--- src/rtl/prog_loader.sv ---
// Serial program loader: shifts header, data and checksum words in MSB
// first, writes data words to instruction memory and holds the CPU meanwhile.
//
// Ports:
//   clk, reset        - clock, synchronous active-high reset
//   load_req          - start a load (honoured in IDLE, DONE, ERR)
//   ser_data/valid    - serial bit stream, one bit per valid cycle
//   mem_we/addr/wdata - instruction memory write port
//   cpu_hold          - OR into the CPU reset while loading
//   busy/done/err     - load status; err_code 01 zero length, 10 checksum
//   words_loaded      - data words written in the current or last load
module prog_loader #(
    parameter int ADDR_W = 13,
    parameter int WORD_W = 14
) (
    input  logic              clk,
    input  logic              reset,
    input  logic              load_req,
    input  logic              ser_data,
    input  logic              ser_valid,
    output logic              mem_we,
    output logic [ADDR_W-1:0] mem_addr,
    output logic [WORD_W-1:0] mem_wdata,
    output logic              cpu_hold,
    output logic              busy,
    output logic              done,
    output logic              err,
    output logic [1:0]        err_code,
    output logic [ADDR_W-1:0] words_loaded
);

    typedef enum logic [2:0] {
        S_IDLE,
        S_HDR,
        S_DATA,
        S_CSUM,
        S_DONE,
        S_ERR
    } state_t;

    localparam logic [3:0] LAST_BIT = 4'(WORD_W - 1);

    state_t              state_q, state_d;
    logic [3:0]          bit_cnt_q, bit_cnt_d;
    logic [WORD_W-1:0]   shift_q, shift_d;
    logic [WORD_W-1:0]   csum_q, csum_d;
    logic [ADDR_W-1:0]   len_q, len_d;
    logic [ADDR_W-1:0]   addr_q, addr_d;
    logic [ADDR_W-1:0]   words_q, words_d;
    logic [WORD_W-1:0]   wdata_q, wdata_d;
    logic                we_q, we_d;
    logic                hold_q, hold_d;
    logic                busy_q, busy_d;
    logic                done_q, done_d;
    logic                err_q, err_d;
    logic [1:0]          code_q, code_d;

    logic                shifting;
    logic                word_done;
    logic [WORD_W-1:0]   word;
    logic [ADDR_W-1:0]   words_inc;

    always_comb begin
        state_d   = state_q;
        bit_cnt_d = bit_cnt_q;
        shift_d   = shift_q;
        csum_d    = csum_q;
        len_d     = len_q;
        addr_d    = addr_q;
        words_d   = words_q;
        wdata_d   = wdata_q;
        we_d      = 1'b0;
        hold_d    = hold_q;
        busy_d    = busy_q;
        done_d    = done_q;
        err_d     = err_q;
        code_d    = code_q;

        shifting  = (state_q == S_HDR) || (state_q == S_DATA) ||
                    (state_q == S_CSUM);
        word      = {shift_q[WORD_W-2:0], ser_data};
        word_done = shifting && ser_valid && (bit_cnt_q == LAST_BIT);
        words_inc = words_q + 1'b1;

        // Address advances on the cycle after the write strobe.
        if (we_q) begin
            addr_d = addr_q + 1'b1;
        end

        if (shifting && ser_valid) begin
            shift_d   = word;
            bit_cnt_d = word_done ? 4'd0 : bit_cnt_q + 4'd1;
        end

        case (state_q)
            S_IDLE, S_DONE, S_ERR: begin
                if (load_req) begin
                    state_d   = S_HDR;
                    bit_cnt_d = '0;
                    shift_d   = '0;
                    csum_d    = '0;
                    addr_d    = '0;
                    words_d   = '0;
                    done_d    = 1'b0;
                    err_d     = 1'b0;
                    code_d    = 2'b00;
                    hold_d    = 1'b1;
                    busy_d    = 1'b1;
                end
            end
            S_HDR: begin
                if (word_done) begin
                    len_d = word[ADDR_W-1:0];
                    if (word[ADDR_W-1:0] == '0) begin
                        state_d = S_ERR;
                        err_d   = 1'b1;
                        code_d  = 2'b01;
                        hold_d  = 1'b0;
                        busy_d  = 1'b0;
                    end else begin
                        state_d = S_DATA;
                    end
                end
            end
            S_DATA: begin
                if (word_done) begin
                    wdata_d = word;
                    we_d    = 1'b1;
                    words_d = words_inc;
                    csum_d  = csum_q + word;
                    if (words_inc == len_q) begin
                        state_d = S_CSUM;
                    end
                end
            end
            S_CSUM: begin
                if (word_done) begin
                    hold_d = 1'b0;
                    busy_d = 1'b0;
                    if (word == csum_q) begin
                        state_d = S_DONE;
                        done_d  = 1'b1;
                    end else begin
                        state_d = S_ERR;
                        err_d   = 1'b1;
                        code_d  = 2'b10;
                    end
                end
            end
            default: begin
                state_d = S_IDLE;
            end
        endcase
    end

    always_ff @(posedge clk) begin
        if (reset) begin
            state_q   <= S_IDLE;
            bit_cnt_q <= '0;
            shift_q   <= '0;
            csum_q    <= '0;
            len_q     <= '0;
            addr_q    <= '0;
            words_q   <= '0;
            wdata_q   <= '0;
            we_q      <= 1'b0;
            hold_q    <= 1'b0;
            busy_q    <= 1'b0;
            done_q    <= 1'b0;
            err_q     <= 1'b0;
            code_q    <= 2'b00;
        end else begin
            state_q   <= state_d;
            bit_cnt_q <= bit_cnt_d;
            shift_q   <= shift_d;
            csum_q    <= csum_d;
            len_q     <= len_d;
            addr_q    <= addr_d;
            words_q   <= words_d;
            wdata_q   <= wdata_d;
            we_q      <= we_d;
            hold_q    <= hold_d;
            busy_q    <= busy_d;
            done_q    <= done_d;
            err_q     <= err_d;
            code_q    <= code_d;
        end
    end

    assign mem_we       = we_q;
    assign mem_addr     = addr_q;
    assign mem_wdata    = wdata_q;
    assign cpu_hold     = hold_q;
    assign busy         = busy_q;
    assign done         = done_q;
    assign err          = err_q;
    assign err_code     = code_q;
    assign words_loaded = words_q;

endmodule

--- config.mk ---
export PLATFORM = sky130hd
export DESIGN_NAME = prog_loader
export DESIGN_NICKNAME = d
export VERILOG_FILES = /design/src/rtl/prog_loader.sv
export SDC_FILE = /design/constraint.sdc
export NUM_CORES = 1
export LEC_CHECK = 0
export BUFFER_PORTS_ARGS = -buffer_cell sky130_fd_sc_hd__buf_2
export CORE_AREA = 4 4 122 124
export DETAILED_ROUTE_END_ITERATION = 10
export DIE_AREA = 0 0 126 128
export PLACE_DENSITY = 0.51
export SETUP_SLACK_MARGIN = 0.4
export SLEW_MARGIN = 20
export SYNTH_ARGS = -nofsm -noshare
export SYNTH_HDL_FRONTEND = slang
export SYNTH_SLANG_ARGS = --single-unit
--- constraint.sdc ---
create_clock -name clk -period 2.8 [get_ports clk]
set_input_delay 0.28 -clock clk [delete_from_list [all_inputs] [get_ports clk]]
set_output_delay 0.28 -clock clk [all_outputs]
set_load 0.02 [all_outputs]
* Yosys cells after proc, flatten, opt, wreduce, memory -nomap -nowiden
Index checks and enable logic that the tools add are counted.
Operators by class: $add $sub $neg 4, eq/ne operators 16, mux-type cells 45, bitwise gates (word level) 1, reduce and logical (&&, ||, !) cells 18
Operators by type and width (number):
- 14-bit 2-to-1 mux | 5
- 13-bit 2-to-1 mux | 5
- 14-bit one-hot mux with 2 select lines | 1
- 13-bit by 1-bit adder with 13-bit output (second input constant) | 2
- 13-bit one-hot mux with 2 select lines | 1
- 3-bit 2-to-1 mux | 6
- 4-bit 2-to-1 mux | 4
- 14-bit adder | 1
- 14-bit equality test | 1
- 13-bit equality test | 1
- 13-bit logical NOT | 1
- 1-bit 2-to-1 mux | 13
- 3-bit one-hot mux with 4 select lines | 1
- 2-bit 2-to-1 mux | 5
- 2-bit inequality test (second input constant) | 5
- 5-bit AND reduction | 2
- 3-bit by 2-bit equality test with 1-bit output (second input constant) | 2
- 3-bit equality test (second input constant) | 2
- 2-bit by 1-bit inequality test with 1-bit output (second input constant) | 3
- 1-bit one-hot mux with 3 select lines | 2
- 2-bit one-hot mux with 3 select lines | 1
- 6-bit AND reduction | 1
- 4-bit by 1-bit adder with 4-bit output (second input constant) | 1
- 4-bit equality test (second input constant) | 1
- 13 further kinds | 17
Storage, ports and cells: flip-flop bits (word level) 94, bits of input ports 5, output and inout bits 47, logic and storage cells 97

* Depth between registers and ports, before layout
depth after elaboration 9, mapped depth 10, gate-level depth less buffers 9

* Least setup slack after synthesis
No wires, ideal clock.
path type register to register, from register shift_q[0], to register csum_q[13], setup time 0.074 ns, arrival time 2.029 ns, data required time 2.726 ns, slack 0.697 ns, cell stages (with the launch flop) 9, path buffers 0, clock period less this slack 2.103 ns, cells stage by stage dfxtp_1 -> ha_1 -> a211oi_2 -> o21ai_1 -> a211o_1 -> a211oi_2 -> nor4b_1 -> or3_1 -> a31oi_1
Between the ends: longest elaborated chain between the ends 3
Ends and longest elaborated chain:
- start, declared | RTL line 45 | logic [WORD_W-1:0] shift_q, shift_d;
- start signal, assigned | RTL line 175 | shift_q <= shift_d;
- 14-bit adder | RTL line 130 | csum_d = csum_q + word;
- 14-bit 2-to-1 mux | RTL line 126 | if (word_done) begin
- 14-bit one-hot mux with 2 select lines | RTL line 95 | case (state_q)
- end signal, assigned | RTL line 176 | csum_q <= csum_d;
- end, declared | RTL line 46 | logic [WORD_W-1:0] csum_q, csum_d;
Every way passes these cells. The select of a mux whose other input is x is not followed. A chain may end at the register's enable or synchronous reset.

* Final worst setup path
from register csum_q[0], to register csum_q[12]
Between the ends: longest elaborated chain between the ends 3
Ends and longest elaborated chain (RTL line):
- 14-bit adder | 130
- 14-bit 2-to-1 mux | 126
- 14-bit one-hot mux with 2 select lines | 95
Every way passes these cells. The select of a mux whose other input is x is not followed.

==> impl_metrics.yaml <==
hold_path:
  hold-path-cell-count: 3
  min_delay_worst_endpoint: "shift_q[0]$_SDFF_PP0_"
  hold_class: "input port to register"
  hold_start: "ser_data"
worst_setup_path:
  crit_family: "compound AO/OA/AOI/OAI gates"
  path_max_fanout: 3
  critPathMaxStageDelay_ps: 420
  crit_chain: "ha_1 > fa_1 > a21o_2 > a211oi_1 > o21ai_0 > a31oi_1 > xor2_1 > o31ai_1"
  r2r_end: "csum_q[12]$_SDFFE_PP0P_"
  crit_path_start_kind: "register"
  path_depth: 8
  cp_slowest_cell: "fa_1"
  crit_required_ps: 3000
  r2r_cells: 8
  r2r_setup_slack_ps: 530
  critPathBufInv: 0
  crit_type: "register to register"
  cp-end-kind: "register"
  crit_arrival_ps: 2470
  reg2reg_from: "csum_q[0]$_SDFFE_PP0P_"
placement:
  place.detailed.hpwl_um: 8770
  io_buffers: 51
  dp_slack_ps: 299
  place_congestion: 0.855
pwr:
  leakagePower_nw: 2.17
  clockPowerShare: 0.455
  switchingPower_uw: 629
  irDropWorstVdd_uv: 270
  p_seq_frac: 0.496
  internal-power_mw: 2.07
  powerDensity_mw_per_mm2: 486
  power_frac_comb: 0.049
  p_sw_frac: 0.234
synth:
  yosysMostFrequentCell: "dfxtp_1"
  synth_area_mm2: 0.00465
  avgSynthCellArea_um2: 8.15
  synth_top_area_share: 0.401
  synth_cell_types: 58
  synth_common_cells: "dfxtp_1 (93), nand2_1 (87), a21oi_1 (69), nor2_1 (57), xnor2_1 (25)"
  yosysWarnings: 0
  syn_nets: 593
  ys_seq_area_frac: 0.401
  yosys_most_used_dff: "dfxtp_1"
  yosysTopAreaCell: "dfxtp_1"
  ys_ff_latch: 93
  synth_edf_count: 0
  synth.area.top_cells: "dfxtp_1 (40%), a21oi_1 (7.4%), nand2_1 (7.0%)"
  synth_cells: 570
  async_flop_share: 0
route:
  drtAntennaViolNets: 0
  route.vias.total: 4150
  met3WireLength_um: 470
  drt_iter0_drc: 257
  dr.pass1.iters: 4
  wire_per_inst_um: 15.1
  via_per_inst: 5.12
  met2_length_um: 5650
  drc: 0
  wirelength_um: 12200
  wl_met1_um: 5900
  top_layer: "met4"
cts:
  cts_max_level: 3
  cts_tree: "built"
  cts.sinks: 93
  cts_buffers: 9
  cts-root-buf: "clkbuf_16"
  clock_path_buffers: 2
  insertion_delay_ps: 340
  path_clk_slew_ps: 70
floorplan:
  coreArea_mm2: 0.0138
  dieArea_mm2: 0.0161
  die_w_um: 126
  rows: 43
  ios: 52
  die_h_um: 128
  initial_core_util: 0.337
sta:
  fin_tns_setup_ps: 0
  final-max-slew-violation-count: 0
  hold_slack_ps: 239
  finClkSkew_ps: 6.99
  max_freq_mhz: 440
  hold_viol_final: 0
  fin_crit_ps: 2270
  slew_headroom: 0.546
  setup_viol: 0
  rsz0062_at_grt: "false"
  worst_pin_slew_ps: 681
  setup_slack_ps: 528
  period_share: 0.811
global_route:
  groute.usage.overall: 0.152
  overflow: 0
  antenna_found_initial: 0
  grt_pass1_wl_um: 20100
  grt_max_degree: 62
  grt_pass1_vias: 3909
finish:
  synthToLayoutAreaGrowth_pct: 19.3
  drive_gt1_frac: 0.184
  nets: 649
  antenna-diode-count: 0
run_status:
  outcome: "complete, no violations"
run:
  max-cap-violations: 0
cell usage in the layout (no fill, tap or decap), drive strengths merged, types with 10 or more instances in the layout:
cell type / count
dfxtp: 93
nand2: 88
buf: 75
a21oi: 69
nor2: 59
xnor2: 25
o21ai: 23
nand3: 22
xor2: 18
mux2i: 17
ha: 17
clkbuf: 14
nor3: 11
inv: 10
metal layers:
| metal | global-route usage | up-vias |
|---|---|---|
| li1 | - | 2095 |
| met1 | 0.206 | 1968 |
| met2 | 0.243 | 73 |
| met3 | 0.0304 | 14 |
| met4 | 0.0517 | 0 |
| met5 | 0 | - |
cells by family (layout without fill, tap and decap cells):
group / count (synthesis) / after routing / synth area share
xor+xnor: 43 / 43 / 0.0810
mux: 17 / 17 / 0.0366
buf+inv: 40 / 101 / 0.0371
simple gates: 230 / 230 / 0.233
compound gates: 129 / 129 / 0.162
fa+ha+maj: 18 / 18 / 0.0501
flops: 93 / 93 / 0.401
tightest hold or removal path, delay by kind of cell:
kind,cells,cell delay [ps]
AO/OA/AOI/OAI,1,50
buffers and inverters,1,140
AND/OR/NAND/NOR,1,60
through the flow:
stage | power [mW] | instances | utilization | cell area (um^2)
floorplan | 1.45 | 570 | - | 4650
global placement | 1.50 | 791 | 0.373 | 5140
detailed placement | 1.50 | 791 | 0.373 | 5140
CTS | 2.73 | 807 | 0.396 | 5450
global route | 2.79 | 811 | 0.403 | 5550
finish | 2.69 | 811 | 0.403 | 5550
worst max-delay path by stage:
stage | start | end | slack [ps]
finish | csum_q[0]$_SDFFE_PP0P_ | csum_q[12]$_SDFFE_PP0P_ | 530
global route | words_loaded[0]$_SDFFE_PP0P_ | state_q[0]$_SDFFE_PP0P_ | 410
CTS | shift_q[1]$_SDFF_PP0_ | csum_q[13]$_SDFFE_PP0P_ | 420
detailed placement | shift_q[2]$_SDFF_PP0_ | err_code[0]$_SDFFE_PP0P_ | 300
global placement | shift_q[2]$_SDFF_PP0_ | err_code[0]$_SDFFE_PP0P_ | 220
floorplan | shift_q[0]$_SDFF_PP0_ | csum_q[13]$_SDFFE_PP0P_ | 700
what timing repair did:
action                     in CTS  in global routing
hold buffers                    0                  0
setup buffers                   0                  4
resized for setup               3                 13
pin swaps                       0                  4
setup endpoints to repair       3                 40
state kept, by name, summed over array words and instances (netlist names), 2 cells and up:
signal and count:
csum_q 14, err_code 2, state_q 3, mem_wdata 14, shift_q 13, bit_cnt_q 4
words_loaded 13, mem_addr 13, len_q 13
power groups by stage:
stage / sequential [mW] / clock [mW] / combinational (mW)
floorplan: 1.37 / 0 / 0.0836
global placement: 1.37 / 0 / 0.131
detailed placement: 1.37 / 0 / 0.130
CTS: 1.34 / 1.26 / 0.132
global route: 1.34 / 1.31 / 0.147
finish: 1.34 / 1.23 / 0.132
cell type report:
class	count	area [um^2]
sequential	93	1870
timing repair buffer	75	448
multi-input combinational	437	2670
clock inverter	2	15.0
fill	1460	8230
inverter	10	37.5
clock buffer	14	284
tap	180	225
Note: power is estimated with default switching activity, not from simulation.
